$ cat config.mk
export PLATFORM = sky130hd
export DESIGN_NAME = axis_byte_packer
export DESIGN_NICKNAME = d
export VERILOG_FILES = /design/src/rtl/axis_byte_packer.sv
export SDC_FILE = /design/constraint.sdc
export NUM_CORES = 1
export LEC_CHECK = 0
export ABC_AREA = 1
export BUFFER_PORTS_ARGS = -buffer_cell sky130_fd_sc_hd__buf_2
export CAP_MARGIN = 5
export CORE_MARGIN = 1
export CORE_UTILIZATION = 50
export CTS_CLUSTER_SIZE = 28
export DETAILED_ROUTE_END_ITERATION = 6
export PLACE_DENSITY = 0.72
export SLEW_MARGIN = 20
export SYNTH_ARGS = -nofsm -noshare
export SYNTH_HDL_FRONTEND = slang
export SYNTH_SLANG_ARGS = --single-unit
$ cat constraint.sdc
create_clock -name clk -period 3.4 [get_ports clk]
set_input_delay 0.68 -clock clk [delete_from_list [all_inputs] [get_ports clk]]
set_output_delay 0.68 -clock clk [all_outputs]
set_load 0.02 [all_outputs]
$ cat src/rtl/axis_byte_packer.sv
// Packs a narrow AXI-Stream into OUT_WIDTH-bit words behind a single output register.
// A completing beat may load the register in the same cycle the previous word drains.
module axis_byte_packer #(
    parameter int unsigned IN_WIDTH  = 8,
    parameter int unsigned OUT_WIDTH = 32,
    parameter bit          MSB_FIRST = 1'b1
) (
    input  logic                 clk,
    input  logic                 arstn,
    input  logic                 clr,
    input  logic [IN_WIDTH-1:0]  s_axis_tdata,
    input  logic                 s_axis_tvalid,
    output logic                 s_axis_tready,
    output logic [OUT_WIDTH-1:0] m_axis_tdata,
    output logic                 m_axis_tvalid,
    input  logic                 m_axis_tready,
    output logic                 partial
);

    localparam int unsigned N    = OUT_WIDTH / IN_WIDTH;
    localparam int unsigned CntW = (N > 1) ? $clog2(N) : 1;
    // With N == 1 the accumulator is never written; keep one beat wide to stay legal.
    localparam int unsigned AccW = (N > 1) ? (N - 1) * IN_WIDTH : IN_WIDTH;
    localparam logic [CntW-1:0] LastCnt = CntW'(N - 1);

    logic [CntW-1:0]      cnt_q, cnt_d;
    logic [AccW-1:0]      acc_q, acc_d;
    logic [OUT_WIDTH-1:0] out_data_q, out_data_d;
    logic                 out_valid_q, out_valid_d;
    logic                 partial_q, partial_d;

    logic                 accept;
    logic                 complete;
    logic [OUT_WIDTH-1:0] slots;
    logic [OUT_WIDTH-1:0] word;

    // Combinational on m_axis_tready so a completing beat can overlap the drain.
    assign s_axis_tready = arstn && !clr &&
                           ((cnt_q != LastCnt) || !out_valid_q || m_axis_tready);
    assign accept        = s_axis_tvalid && s_axis_tready;
    assign complete      = accept && (cnt_q == LastCnt);

    assign m_axis_tdata  = out_data_q;
    assign m_axis_tvalid = out_valid_q;
    assign partial       = partial_q;

    // slots holds beats in arrival order, beat k at [k*IN_WIDTH +: IN_WIDTH].
    always_comb begin
        slots = '0;
        for (int unsigned k = 0; k + 1 < N; k++) begin
            slots[k*IN_WIDTH +: IN_WIDTH] = acc_q[k*IN_WIDTH +: IN_WIDTH];
        end
        slots[(N-1)*IN_WIDTH +: IN_WIDTH] = s_axis_tdata;

        word = '0;
        if (MSB_FIRST) begin
            for (int unsigned k = 0; k < N; k++) begin
                word[OUT_WIDTH-1-k*IN_WIDTH -: IN_WIDTH] = slots[k*IN_WIDTH +: IN_WIDTH];
            end
        end else begin
            word = slots;
        end
    end

    always_comb begin
        cnt_d       = cnt_q;
        acc_d       = acc_q;
        out_data_d  = out_data_q;
        out_valid_d = out_valid_q;

        if (clr) begin
            cnt_d = '0;
            acc_d = '0;
        end else if (accept) begin
            if (complete) begin
                cnt_d = '0;
            end else begin
                cnt_d = cnt_q + 1'b1;
                for (int unsigned k = 0; k + 1 < N; k++) begin
                    if (cnt_q == CntW'(k)) begin
                        acc_d[k*IN_WIDTH +: IN_WIDTH] = s_axis_tdata;
                    end
                end
            end
        end

        if (complete) begin
            out_data_d  = word;
            out_valid_d = 1'b1;
        end else if (out_valid_q && m_axis_tready) begin
            out_valid_d = 1'b0;
        end

        partial_d = (cnt_d != '0);
    end

    always_ff @(posedge clk or negedge arstn) begin
        if (!arstn) begin
            cnt_q       <= '0;
            acc_q       <= '0;
            out_data_q  <= '0;
            out_valid_q <= 1'b0;
            partial_q   <= 1'b0;
        end else begin
            cnt_q       <= cnt_d;
            acc_q       <= acc_d;
            out_data_q  <= out_data_d;
            out_valid_q <= out_valid_d;
            partial_q   <= partial_d;
        end
    end

endmodule

---- Word level (Yosys, flattened, before mapping) ----
Index checks and enable logic that the tools add are counted.
cells by class
  add/sub/neg operators ................... 1
  $mul .................................... 0
  divide/modulo/power cells ............... 0
  $lt $le $gt $ge ......................... 0
  equal/unequal tests ..................... 5
  shift-type cells ........................ 0
  mux-type cells .......................... 11
  bitwise logic cells ..................... 0
  reductions and logical operators ........ 19
operators with widths
  operator             count
  $mux 24              3
  $mux 8               3
  $reduce_bool 2->1    6
  $reduce_and 3->1     3
  $mux 2               3
  $logic_and 1x1->1    5
  $eq 2x2->1 const B   2
  $ne 2x2->1 const B   2
  $add 2x1->2 const B  1
  $eq 2x1->1 const B   1
  $logic_not 1->1      2
  $logic_not 2->1      1
  $logic_or 1x1->1     2
  $mux 1               2
storage, ports and cells
  bits in registers ....................... 60
  latch bits .............................. 0
  bits in writable memories ............... 0
  bits in read-only memories .............. 0
  bits of input ports ..................... 13
  output and inout port bits .............. 35
  logic and storage cells ................. 43
  memories kept ........................... 0

---- Logic depth before layout (Yosys ltp) ----
  depth in word-level cells ............... 10
  depth in mapped cells ................... 8
  mapped depth without buffers ............ 7

---- Worst setup path before layout ----
OpenSTA, ideal clock, no wires.
  kind .................................... input to output
  start ................................... input arstn
  end ..................................... output s_axis_tready
  arrival ................................. 1.063 ns
  required time ........................... 2.720 ns
  path slack .............................. 1.657 ns
  cell stages on the path ................. 3
  path buffers ............................ 0
  cell sequence ........................... inv_1 > nor2_4 > and2_1
on the way
  cells in the longest elaborated chain, start to end .. 2
ends and longest elaborated chain
  what                             line  text
  start: declaration               9     input logic arstn,
  $logic_and 1x1->1 (2 in series)  38    assign s_axis_tready = arstn && !clr &&
  end: declaration                 13    output logic s_axis_tready,
No other way between the ends.

---- Worst setup path in the final report ----
  start ................................... register cnt_q[0]
  end ..................................... output s_axis_tready
on the way
  cells in the longest elaborated chain, start to end .. 4
ends and longest elaborated chain
  what                            line  text
  start: declaration              26    logic [CntW-1:0] cnt_q, cnt_d;
  start signal: assignment        105   cnt_q <= cnt_d;
  $ne 2x2->1                      39    ((cnt_q != LastCnt) || !out_valid_q || m_axis_tready);
  $logic_or 1x1->1 (2 in series)  39
  $logic_and 1x1->1               38
No other way between the ends.

==> metrics <==
worst skew pair latency 330 ps; drt wl/cell between 10 and 15 um; die area around 0.0055 mm2; fin util between 60% and 70%; CTS tree yes; flops & latches, synth 60; Net Sw Power roughly 0.00038 W; largest net degree at the start of global routing 61; area delta synth->final 16.35%; GR Overflow Total 0; Synth area leaders dfrtp_1, nand2_1, nand4_1, inv_1, o21ai_0; Final setup viols 0; via/cell ratio between 4 and 5; synth warn 0; Worst EP arrival 1400 ps; min-delay worst type reg -> reg; Clock Power Share between 30% and 40%; Root Buffer clkbuf_8; initial antenna violation count 0; max-slew violation count 0; Mapped Nets 304; clk sinks 60; Hold Buf Count CTS 0; DRC errors left 0; first-pass GRT wire length 7962 um; Core Rows 25; Switching Share roughly a quarter; Crit. path cell count 4; cell area after synthesis approximately 0.0026 mm2; Mean Syn Cell Area 9.011 um2; commonest cells after routing, fill and taps aside nand2_1, dfrtp_1, buf_2; R2R cell count 7; maximum fanout along the worst path 4; Fmax about 480 MHz; crit path buf inv count 1; layout cell share with drive strength beyond 1 22.32%; post-synthesis cell type count 19; combinational power share 10.6%; status finished clean; Leak 1.680 nW; Final Hold Vio Count 0; CP startpoint kind flip-flop; io pins 48; max incr delay on CP 410 ps; Setup crit end kind output port; n_diodes 0; Clk pin slew, worst setup/hold paths approximately 60 ps; commonest non-fill, non-tap cell in the layout nand2_1; Yosys top cell area share between 50% and 60%; register area share after synthesis 58.06%; critical-path cell list ha_1, nand3_1, and2_1, buf_2; TritonRoute pass-1 iters 4; gpl congestion around 0.81; Worst-Margin Slew 723.2 ps; total track usage ~20%; DP Wirelength about 3300 um; Core Area around 0.0048 mm2; PwrDens ~490 mW/mm2; total wire length roughly 4700 um; Port Buffer Count 47; MaxCap Viol Count 0; RSZ-0062 raised after global routing false; Mapped Cells between 200 and 300; Slew headroom about 52%; critical path's slowest cell dfrtp_1; Cell Int Power between 0.001 and 0.0015 W; CP Data Required Time between 2000 and 3000 ps; setup TNS 0 ps; Final nets 350; critical path type reg -> out; Starting Density 53.34%; TritonCTS Buffers 9; fin crit share between 60 and 70%; overall die width around 74 um; total number of vias 1943; Setup Buffers After CTS 0; Die Y ~74 um; Seq pwr share 53.8%; vias in the first global route 1742; clk buf depth 2; # H-tree levels 3; skew final 6.995 ps; post-CTS sizing 0; top cell family by delay on the critical path flip-flops; worst hold path stage count 2; Yosys top cell by area dfrtp_1; DRT iter0 DRCs between 150 and 200; Tmin final ~2100 ps; FILL cells 450; Final ANT Viol Nets 0; Peak VDD IR between 0.0002 and 0.00025 V; Min Hold Slack between 400 and 500 ps
==> worst paths after layout <==
path                       slack [ps]                to      from
hold / removal                    470          acc_q[9]  acc_q[9]
min in group asynchronous         540          acc_q[4]     arstn
hold reg to reg                   470          acc_q[9]  acc_q[9]
max in group asynchronous        2400  m_axis_tdata[28]     arstn
setup reg to reg                 1530         acc_q[11]  cnt_q[0]
setup / recovery                 1320     s_axis_tready  cnt_q[0]
==> through the flow <==
stage	cell area (um2)	power, W	setup slack, ps	cells
CTS	3009	0.001485	1305	403
global placement	2853	0.0009553	1351	389
finish	3009	0.001466	1317	403
detailed placement	2853	0.0009595	1266	389
floorplan	2586	0.0009010	1657	287
global route	3009	0.001542	1212	403
==> sequential cells by signal, indices dropped and copies added, names as in the netlist <==
signal         flops
m_axis_tvalid      1
m_axis_tdata      32
cnt_q              2
partial            1
acc_q             24
==> cells in the mapped netlist <==
cell       n
nor2_1     9
or2_2      3
o21ai_2    3
and2_1     1
buf_6      2
dfrtp_1   60
o21ai_0   23
inv_1     40
ha_1       4
o21ai_1    7
nand4_1   27
buf_4      3
nand3_1    3
nand2_2    1
nand2_1   86
nor2_4     1
nand3_2    3
clkbuf_1   4
buf_2      7
==> cells by family after synthesis <==
kind of cell / share of synthesized area (%)
simple gates: 23.71
flops: 58.06
buf+inv: 9.482
compound gates: 6.822
fa+ha+maj: 1.935
==> layout make-up <==
cell class / count / area [um2] / area share (%)
Clock buffer: 11 / 141.4 / 4.699
Clock inverter: 3 / 15.01 / 0.4990
Inverter: 40 / 150.1 / 4.990
Multi-Input combinational cell: 171 / 839.6 / 27.90
Sequential cell: 60 / 1501 / 49.90
Tap cell: 67 / 83.83 / 2.786
Timing Repair Buffer: 51 / 277.8 / 9.231
==> metal layers <==
metal	up-vias	track usage (%)	part of all wire, %
met3	11	4.801	5.1
met2	58	29.60	44
li1	1006	-	-
met1	868	26.77	49
met5	-	0	0
met4	0	12.82	2.4
==> power groups by stage <==
stage	Sequential, W	Clock, W	Combinational (W)
2_1_floorplan	0.000814	0	0.0000867
5_1_grt	0.000795	0.000567	0.000179
4_1_cts	0.000789	0.000537	0.000159
3_5_place_dp	0.000801	0	0.000159
6_report	0.000789	0.000521	0.000156
3_3_place_gp	0.000801	0	0.000154
==> worst reg2reg max path, delay by kind of cell, from the launching register on <==
family                     cells  cell delay, ps
DFF                            1             410
and+or+nand+nor                6            1120
adders and majority gates      1             240
Note: power is estimated with default switching activity, not from simulation.
